`config.mk`:
```
export PLATFORM = sky130hd
export DESIGN_NAME = i4001_master_flat
export DESIGN_NICKNAME = d
export VERILOG_FILES = /design/src/rtl/i4001_master_if.sv /design/src/rtl/i4001_master.sv /design/src/flat_wrapper.sv
export SDC_FILE = /design/constraint.sdc
export NUM_CORES = 1
export LEC_CHECK = 0
export CORE_AREA = 2 2 81 83
export CTS_CLUSTER_SIZE = 8
export DETAILED_ROUTE_END_ITERATION = 6
export DIE_AREA = 0 0 83 85
export HOLD_SLACK_MARGIN = 0.08
export PLACE_DENSITY = 0.82
export SKIP_LAST_GASP = 1
export SYNTH_ARGS = -nofsm -noshare
export SYNTH_HDL_FRONTEND = slang
export SYNTH_SLANG_ARGS = --single-unit
```
`constraint.sdc`:
```
create_clock -name CLK -period 4.18 [get_ports CLK]
set_input_delay 0.836 -clock CLK [delete_from_list [all_inputs] [get_ports CLK]]
set_output_delay 0.836 -clock CLK [all_outputs]
set_load 0.005 [all_outputs]
```
`src/rtl/i4001_master_if.sv`:
```
// i4001_master_if
// Bundles the CPU-side request/response handshake and the memory pin bus
// of the i4001 memory initiator.
//   master modport : the initiator (drives req_ready, rsp_*, wr_err, pc, mem_we/addr/din)
//   slave  modport : the environment (drives req*, mem_dout)
// Parameters: ADDR_W (memory address width), DATA_W (memory word width).
interface i4001_master_if #(
    parameter int ADDR_W = 7,
    parameter int DATA_W = 16
);
    logic              req;
    logic              req_we;
    logic              req_seq;
    logic [ADDR_W-1:0] req_addr;
    logic [DATA_W-1:0] req_wdata;
    logic              req_ready;
    logic              rsp_valid;
    logic [DATA_W-1:0] rsp_data;
    logic              wr_err;
    logic [ADDR_W-1:0] pc;
    logic              mem_we;
    logic [ADDR_W-1:0] mem_addr;
    logic [DATA_W-1:0] mem_din;
    logic [DATA_W-1:0] mem_dout;

    modport master (
        input  req, req_we, req_seq, req_addr, req_wdata, mem_dout,
        output req_ready, rsp_valid, rsp_data, wr_err, pc, mem_we, mem_addr, mem_din
    );

    modport slave (
        output req, req_we, req_seq, req_addr, req_wdata, mem_dout,
        input  req_ready, rsp_valid, rsp_data, wr_err, pc, mem_we, mem_addr, mem_din
    );
endinterface

```
`src/rtl/i4001_master.sv`:
```
// i4001_master
// Bus initiator for the i4001 program/data memory. Accepts one read or
// write request at a time from the CPU core, sequences WE/address/data to
// a block RAM, absorbs the RAM read latency and returns read data with a
// one-cycle valid pulse. An internal program counter supplies the address
// for sequential fetches and is post-incremented by every accepted request.
// Ports:
//   CLK   : system clock, rising edge
//   RST_N : asynchronous active-low reset
//   bus   : i4001_master_if.master (request/response handshake + memory pins)
// Parameters: ADDR_W, DATA_W, RD_LATENCY (1, or 2 when the RAM output register is used).
// Optional feature macro: I4001_RDBACK_EN -- every write is re-read and
// compared; a mismatch pulses wr_err for one cycle.
module i4001_master #(
    parameter int ADDR_W     = 7,
    parameter int DATA_W     = 16,
    parameter int RD_LATENCY = 1
) (
    input logic             CLK,
    input logic             RST_N,
    i4001_master_if.master  bus
);

    localparam logic [1:0] LAT = 2'(RD_LATENCY);

    typedef enum logic [2:0] {
        S_IDLE     = 3'd0,
        S_WR       = 3'd1,
        S_RD_WAIT  = 3'd2,
        S_RESP     = 3'd3
`ifdef I4001_RDBACK_EN
        ,
        S_VFY_WAIT = 3'd4,
        S_VFY      = 3'd5
`endif
    } state_t;

    state_t            r_state;
    logic [1:0]        r_cnt;
    logic [ADDR_W-1:0] r_pc;
    logic [ADDR_W-1:0] r_mem_addr;
    logic [DATA_W-1:0] r_mem_din;
    logic              r_mem_we;
    logic              r_req_ready;
    logic              r_rsp_valid;
    logic [DATA_W-1:0] r_rsp_data;

    state_t            w_state_nxt;
    logic [1:0]        w_cnt_nxt;
    logic [ADDR_W-1:0] w_pc_nxt;
    logic [ADDR_W-1:0] w_mem_addr_nxt;
    logic [DATA_W-1:0] w_mem_din_nxt;
    logic              w_mem_we_nxt;
    logic              w_req_ready_nxt;
    logic              w_rsp_valid_nxt;
    logic [DATA_W-1:0] w_rsp_data_nxt;
    logic [ADDR_W-1:0] w_sel_addr;

`ifdef I4001_RDBACK_EN
    logic              r_wr_err;
    logic              w_wr_err_nxt;
`endif

    // Sequential fetches take the address from pc, explicit accesses from the core.
    assign w_sel_addr = bus.req_seq ? r_pc : bus.req_addr;

    // Next-state and next-output decode; every output is registered below.
    always_comb begin
        w_state_nxt     = r_state;
        w_cnt_nxt       = r_cnt;
        w_pc_nxt        = r_pc;
        w_mem_addr_nxt  = r_mem_addr;
        w_mem_din_nxt   = r_mem_din;
        w_mem_we_nxt    = 1'b0;
        w_rsp_valid_nxt = 1'b0;
        w_rsp_data_nxt  = r_rsp_data;
`ifdef I4001_RDBACK_EN
        w_wr_err_nxt    = 1'b0;
`endif
        case (r_state)
            S_IDLE: begin
                if (bus.req && r_req_ready) begin
                    w_mem_addr_nxt = w_sel_addr;
                    w_pc_nxt       = w_sel_addr + ADDR_W'(1);
                    if (bus.req_we) begin
                        w_mem_din_nxt = bus.req_wdata;
                        w_mem_we_nxt  = 1'b1;
                        w_state_nxt   = S_WR;
                    end else begin
                        // Counter runs LAT..0 so capture lands LAT cycles after the address.
                        w_cnt_nxt     = LAT;
                        w_state_nxt   = S_RD_WAIT;
                    end
                end else begin
                    w_state_nxt = S_IDLE;
                end
            end
            S_WR: begin
`ifdef I4001_RDBACK_EN
                // Address is still on the bus; the re-read is issued in the first wait cycle.
                w_cnt_nxt   = LAT - 2'd1;
                w_state_nxt = S_VFY_WAIT;
`else
                w_state_nxt = S_IDLE;
`endif
            end
            S_RD_WAIT: begin
                if (r_cnt == 2'd0) begin
                    w_rsp_data_nxt  = bus.mem_dout;
                    w_rsp_valid_nxt = 1'b1;
                    w_state_nxt     = S_RESP;
                end else begin
                    w_cnt_nxt = r_cnt - 2'd1;
                end
            end
            S_RESP: begin
                w_state_nxt = S_IDLE;
            end
`ifdef I4001_RDBACK_EN
            S_VFY_WAIT: begin
                if (r_cnt == 2'd0) begin
                    w_state_nxt = S_VFY;
                end else begin
                    w_cnt_nxt = r_cnt - 2'd1;
                end
            end
            S_VFY: begin
                // mem_din still holds the data that was written.
                w_wr_err_nxt = (bus.mem_dout != r_mem_din);
                w_state_nxt  = S_IDLE;
            end
`endif
            default: begin
                w_state_nxt = S_IDLE;
            end
        endcase
        w_req_ready_nxt = (w_state_nxt == S_IDLE);
    end

    // State and output registers; reset aborts any transaction in flight.
    always_ff @(posedge CLK or negedge RST_N) begin
        if (!RST_N) begin
            r_state     <= S_IDLE;
            r_cnt       <= 2'd0;
            r_pc        <= '0;
            r_mem_addr  <= '0;
            r_mem_din   <= '0;
            r_mem_we    <= 1'b0;
            r_req_ready <= 1'b1;
            r_rsp_valid <= 1'b0;
            r_rsp_data  <= '0;
        end else begin
            r_state     <= w_state_nxt;
            r_cnt       <= w_cnt_nxt;
            r_pc        <= w_pc_nxt;
            r_mem_addr  <= w_mem_addr_nxt;
            r_mem_din   <= w_mem_din_nxt;
            r_mem_we    <= w_mem_we_nxt;
            r_req_ready <= w_req_ready_nxt;
            r_rsp_valid <= w_rsp_valid_nxt;
            r_rsp_data  <= w_rsp_data_nxt;
        end
    end

`ifdef I4001_RDBACK_EN
    // Read-back mismatch pulse register.
    always_ff @(posedge CLK or negedge RST_N) begin
        if (!RST_N) begin
            r_wr_err <= 1'b0;
        end else begin
            r_wr_err <= w_wr_err_nxt;
        end
    end

    assign bus.wr_err = r_wr_err;
`else
    assign bus.wr_err = 1'b0;
`endif

    assign bus.req_ready = r_req_ready;
    assign bus.rsp_valid = r_rsp_valid;
    assign bus.rsp_data  = r_rsp_data;
    assign bus.pc        = r_pc;
    assign bus.mem_we    = r_mem_we;
    assign bus.mem_addr  = r_mem_addr;
    assign bus.mem_din   = r_mem_din;

endmodule
```
`src/flat_wrapper.sv`:
```
// flat-port wrapper written by rule: the top's interface ports become plain ports
module i4001_master_flat 
#(
    parameter int ADDR_W     = 7,
    parameter int DATA_W     = 16,
    parameter int RD_LATENCY = 1
)
  (CLK, RST_N, bus_req, bus_req_we, bus_req_seq, bus_req_addr, bus_req_wdata, bus_mem_dout, bus_req_ready, bus_rsp_valid, bus_rsp_data, bus_wr_err, bus_pc, bus_mem_we, bus_mem_addr, bus_mem_din);
  i4001_master_if #(.ADDR_W(ADDR_W), .DATA_W(DATA_W)) bus_i ();
  input logic CLK;
  input logic RST_N;
  input wire logic [$bits(bus_i.req)-1:0] bus_req;
  input wire logic [$bits(bus_i.req_we)-1:0] bus_req_we;
  input wire logic [$bits(bus_i.req_seq)-1:0] bus_req_seq;
  input wire logic [$bits(bus_i.req_addr)-1:0] bus_req_addr;
  input wire logic [$bits(bus_i.req_wdata)-1:0] bus_req_wdata;
  input wire logic [$bits(bus_i.mem_dout)-1:0] bus_mem_dout;
  output wire logic [$bits(bus_i.req_ready)-1:0] bus_req_ready;
  output wire logic [$bits(bus_i.rsp_valid)-1:0] bus_rsp_valid;
  output wire logic [$bits(bus_i.rsp_data)-1:0] bus_rsp_data;
  output wire logic [$bits(bus_i.wr_err)-1:0] bus_wr_err;
  output wire logic [$bits(bus_i.pc)-1:0] bus_pc;
  output wire logic [$bits(bus_i.mem_we)-1:0] bus_mem_we;
  output wire logic [$bits(bus_i.mem_addr)-1:0] bus_mem_addr;
  output wire logic [$bits(bus_i.mem_din)-1:0] bus_mem_din;
  assign bus_i.req = bus_req;
  assign bus_i.req_we = bus_req_we;
  assign bus_i.req_seq = bus_req_seq;
  assign bus_i.req_addr = bus_req_addr;
  assign bus_i.req_wdata = bus_req_wdata;
  assign bus_i.mem_dout = bus_mem_dout;
  assign bus_req_ready = bus_i.req_ready;
  assign bus_rsp_valid = bus_i.rsp_valid;
  assign bus_rsp_data = bus_i.rsp_data;
  assign bus_wr_err = bus_i.wr_err;
  assign bus_pc = bus_i.pc;
  assign bus_mem_we = bus_i.mem_we;
  assign bus_mem_addr = bus_i.mem_addr;
  assign bus_mem_din = bus_i.mem_din;
  i4001_master #(.ADDR_W(ADDR_W), .DATA_W(DATA_W), .RD_LATENCY(RD_LATENCY)) u_core (.CLK(CLK), .RST_N(RST_N), .bus(bus_i));
endmodule
```
==> results.yml <==
run_status:
  status: "finished clean"
synthesis:
  ys_top_cells_by_area: "dfrtp_1 (55%), mux2_2 (16%), nand2_1 (3.0%)"
  synth-seq-area-share: 0.5619
  synth_area_sq_mm: 0.002407
  async_reset_ff_frac: 1.000
  synth.distinct_cells: 43
  avgSynthCellArea_sq_um: 12.74
  synth_ff_type: "dfrtp_1"
  synth_seq_cells: 54
  synth_top_area_cell: "dfrtp_1"
  synth_edf_count: 0
  synth_top_area_share: 0.5509
  ys_warn_count: 0
  synthesis.instances: 189
global_route:
  grt_usage: 0.1491
  grt_pass1_vias: 1794
  grt.overflow.total: 0
  grt_max_degree: 36
  grt_pass1_wl_um: 8535
  antenna_found_initial: 0
placement:
  gp_congestion: 0.8016
  dp_hpwl_um: 3808
  portBuffers: 92
clock_network:
  cts.repair.resized: 0
  postCtsSetupBuffers: 0
  cts.sinks: 54
  cts_tree: "yes"
  cts_buffer_depth: 2
  htree_levels: 2
  clkLatencyLatePin_ps: 310
  cts_inserted_buffers: 5
  clockRootBuffer: "clkbuf_8"
  clkTransAtPathRegs_ps: 110
  postCtsHoldBufs: 0
floorplanning:
  core.rowCount: 29
  die_x_um: 83
  core_sq_mm: 0.006205
  initial_utilization: 0.3880
  io_pins: 94
  dieHeight_um: 85
  die_area_sq_mm: 0.007055
drt:
  dr.pass1.iters: 4
  ant_nets: 0
  via_per_inst: 4.866
  drc: 0
  avgRoutedWirePerCell_um: 14.21
  finalWirelength_um: 5101
  drtIter0Drc: 68
  vias: 1747
timing:
  fin_crit_sh: 0.6502
  finalSetupViolations: 0
  finalCriticalPeriod_ps: 2718
  hold_ws_ps: 497.7
  drv_slew: 0
  final_hold_viol_count: 0
  slew_headroom: 0.4391
  worstMarginPinSlew_ps: 841.3
  fmax_mhz: 367.9
  tns_ps: 0
  fin_skew_ps: 11.33
  rsz0062_at_grt: "no"
finish:
  area_growth_pct: 45.22
  n_antenna_cell: 0
  final_layout_size_suffix_gt1_frac: 0.2021
  final_nets: 327
power:
  peakVddDrop_v: 0.0002467
  power.leakage_nw: 1.529
  finalPower_mw: 1.878
  p_per_area_mw_per_mm2: 537.1
setup_path:
  startpoint: "bus_req_seq"
  critPathKind: "input port to flip-flop"
  end_kind: "flip-flop"
  worst_ep_arrival_time_ps: 2940
  cp_cell_sequence: "clkdlybuf4s50_1 > mux2_2 > ha_1 > nand4_2 > a22oi_4 > xnor2_1 > a221oi_2"
  slowest_delay_ps: 700
  required_ps: 4410
  startpoint_type: "input port"
  worstPathMaxFanout: 10
  rr_startpoint: "u_core.r_cnt[0]"
  crit_slowest_cell: "clkdlybuf4s50_1"
hold_path:
  hold_path.class: "flip-flop to flip-flop"
  hp-start: "u_core.bus.mem_addr[5]"
run:
  maxCapViolations: 0
per-stage QoR:
| stage | instance area (sq um) | worst slack (ps) | utilization | instances |
|---|---|---|---|---|
| 2_1_floorplan | 2411 | 1874 | - | 190 |
| 3_3_place_gp | 3379 | 1245 | 0.5447 | 351 |
| 3_5_place_dp | 3379 | 1167 | 0.5447 | 351 |
| 4_1_cts | 3496 | 1483 | 0.5634 | 359 |
| 5_1_grt | 3496 | 1379 | 0.5634 | 359 |
| 6_report | 3496 | 1462 | 0.5634 | 359 |
final cells by class:
type,instances,area (sq um)
clock buffers,5,68.82
clock inverters,3,47.55
fillers,514,2709
inverters,7,26.28
multi-input cells,119,973.4
flip-flops and latches,54,1353
well taps,77,96.34
repair buffers,94,930.9
path summary, 6_finish.rpt:
check / cells after the start / endpoint / slack (ps)
setup / recovery: 7 / u_core.bus.pc[6] / 1460
hold / removal: 2 / u_core.bus.mem_addr[5] / 500
setup reg to reg: 4 / u_core.bus.rsp_data[0] / 2280
hold reg to reg: 2 / u_core.bus.mem_addr[5] / 500
max in group asynchronous: 2 / u_core.bus.mem_din[4] / 2830
min in group asynchronous: 1 / u_core.bus.rsp_data[2] / 600
layer usage:
layer,part of all wire,wire (um),vias to the layer above,global-route usage
li1,-,-,835,-
met1,0.41,2088,856,0.1737
met2,0.52,2649,52,0.2669
met3,0.063,320,4,0.04475
met4,0.0082,42,0,0.04322
met5,0,0,-,0
synthesized netlist by cell type, types with 2 or more instances:
cell and number:
a21oi_1 4, buf_2 5, buf_4 2, clkbuf_1 2, dfrtp_1 53, ha_1 2
inv_1 7, mux2_2 34, mux2i_1 5, nand2_1 19, nand3_1 4, nor2_1 8
o211ai_1 2, o21ai_0 9, o31ai_1 2, xnor2_1 4
cell families after synthesis:
group	share of synthesized area
compound gates	0.07796
xor+xnor	0.01819
fa+ha+maj	0.01039
buf+inv	0.03534
flops	0.5619
mux	0.1798
other cells	0.001558
simple gates	0.1149
power by group:
part / switching, mW / internal (mW) / total (mW)
Combinational: 0.218 / 0.477 / 0.695
Sequential: 0.113 / 0.705 / 0.819
Clock: 0.181 / 0.183 / 0.364
sequential cells by signal (all words and copies together), names as in the netlist:
name / count
u_core.r_state: 3
u_core.bus.mem_din: 16
u_core.r_cnt: 2
u_core.bus.rsp_data: 16
u_core.bus.pc: 7
u_core.bus.mem_we: 1
u_core.bus.req_ready: 1
u_core.bus.rsp_valid: 1
u_core.bus.mem_addr: 7
worst max-delay path: cells and delay by family:
family / cells / cell delay [ps]
adder cells (fa/ha/maj): 1 / 300
XOR/XNOR: 1 / 150
multiplexers: 1 / 400
AO/OA/AOI/OAI: 2 / 370
AND/OR/NAND/NOR: 1 / 180
buffers and inverters: 1 / 700
cell usage in the layout, fill, tap and decap left out, types with 2 or more instances in the layout:
cell type / instances
clkdlybuf4s50_1: 91
dfrtp_1: 53
mux2_2: 34
nand2_1: 19
o21ai_0: 9
nor2_1: 8
inv_1: 7
mux2i_1: 5
clkbuf_8: 5
a21oi_1: 4
nand3_1: 4
xnor2_1: 4
o31ai_1: 2
o211ai_1: 2
ha_1: 2
conb_1: 2
inv_6: 2
buf_4: 2
No activity file was read; power rests on OpenSTA's default activity.
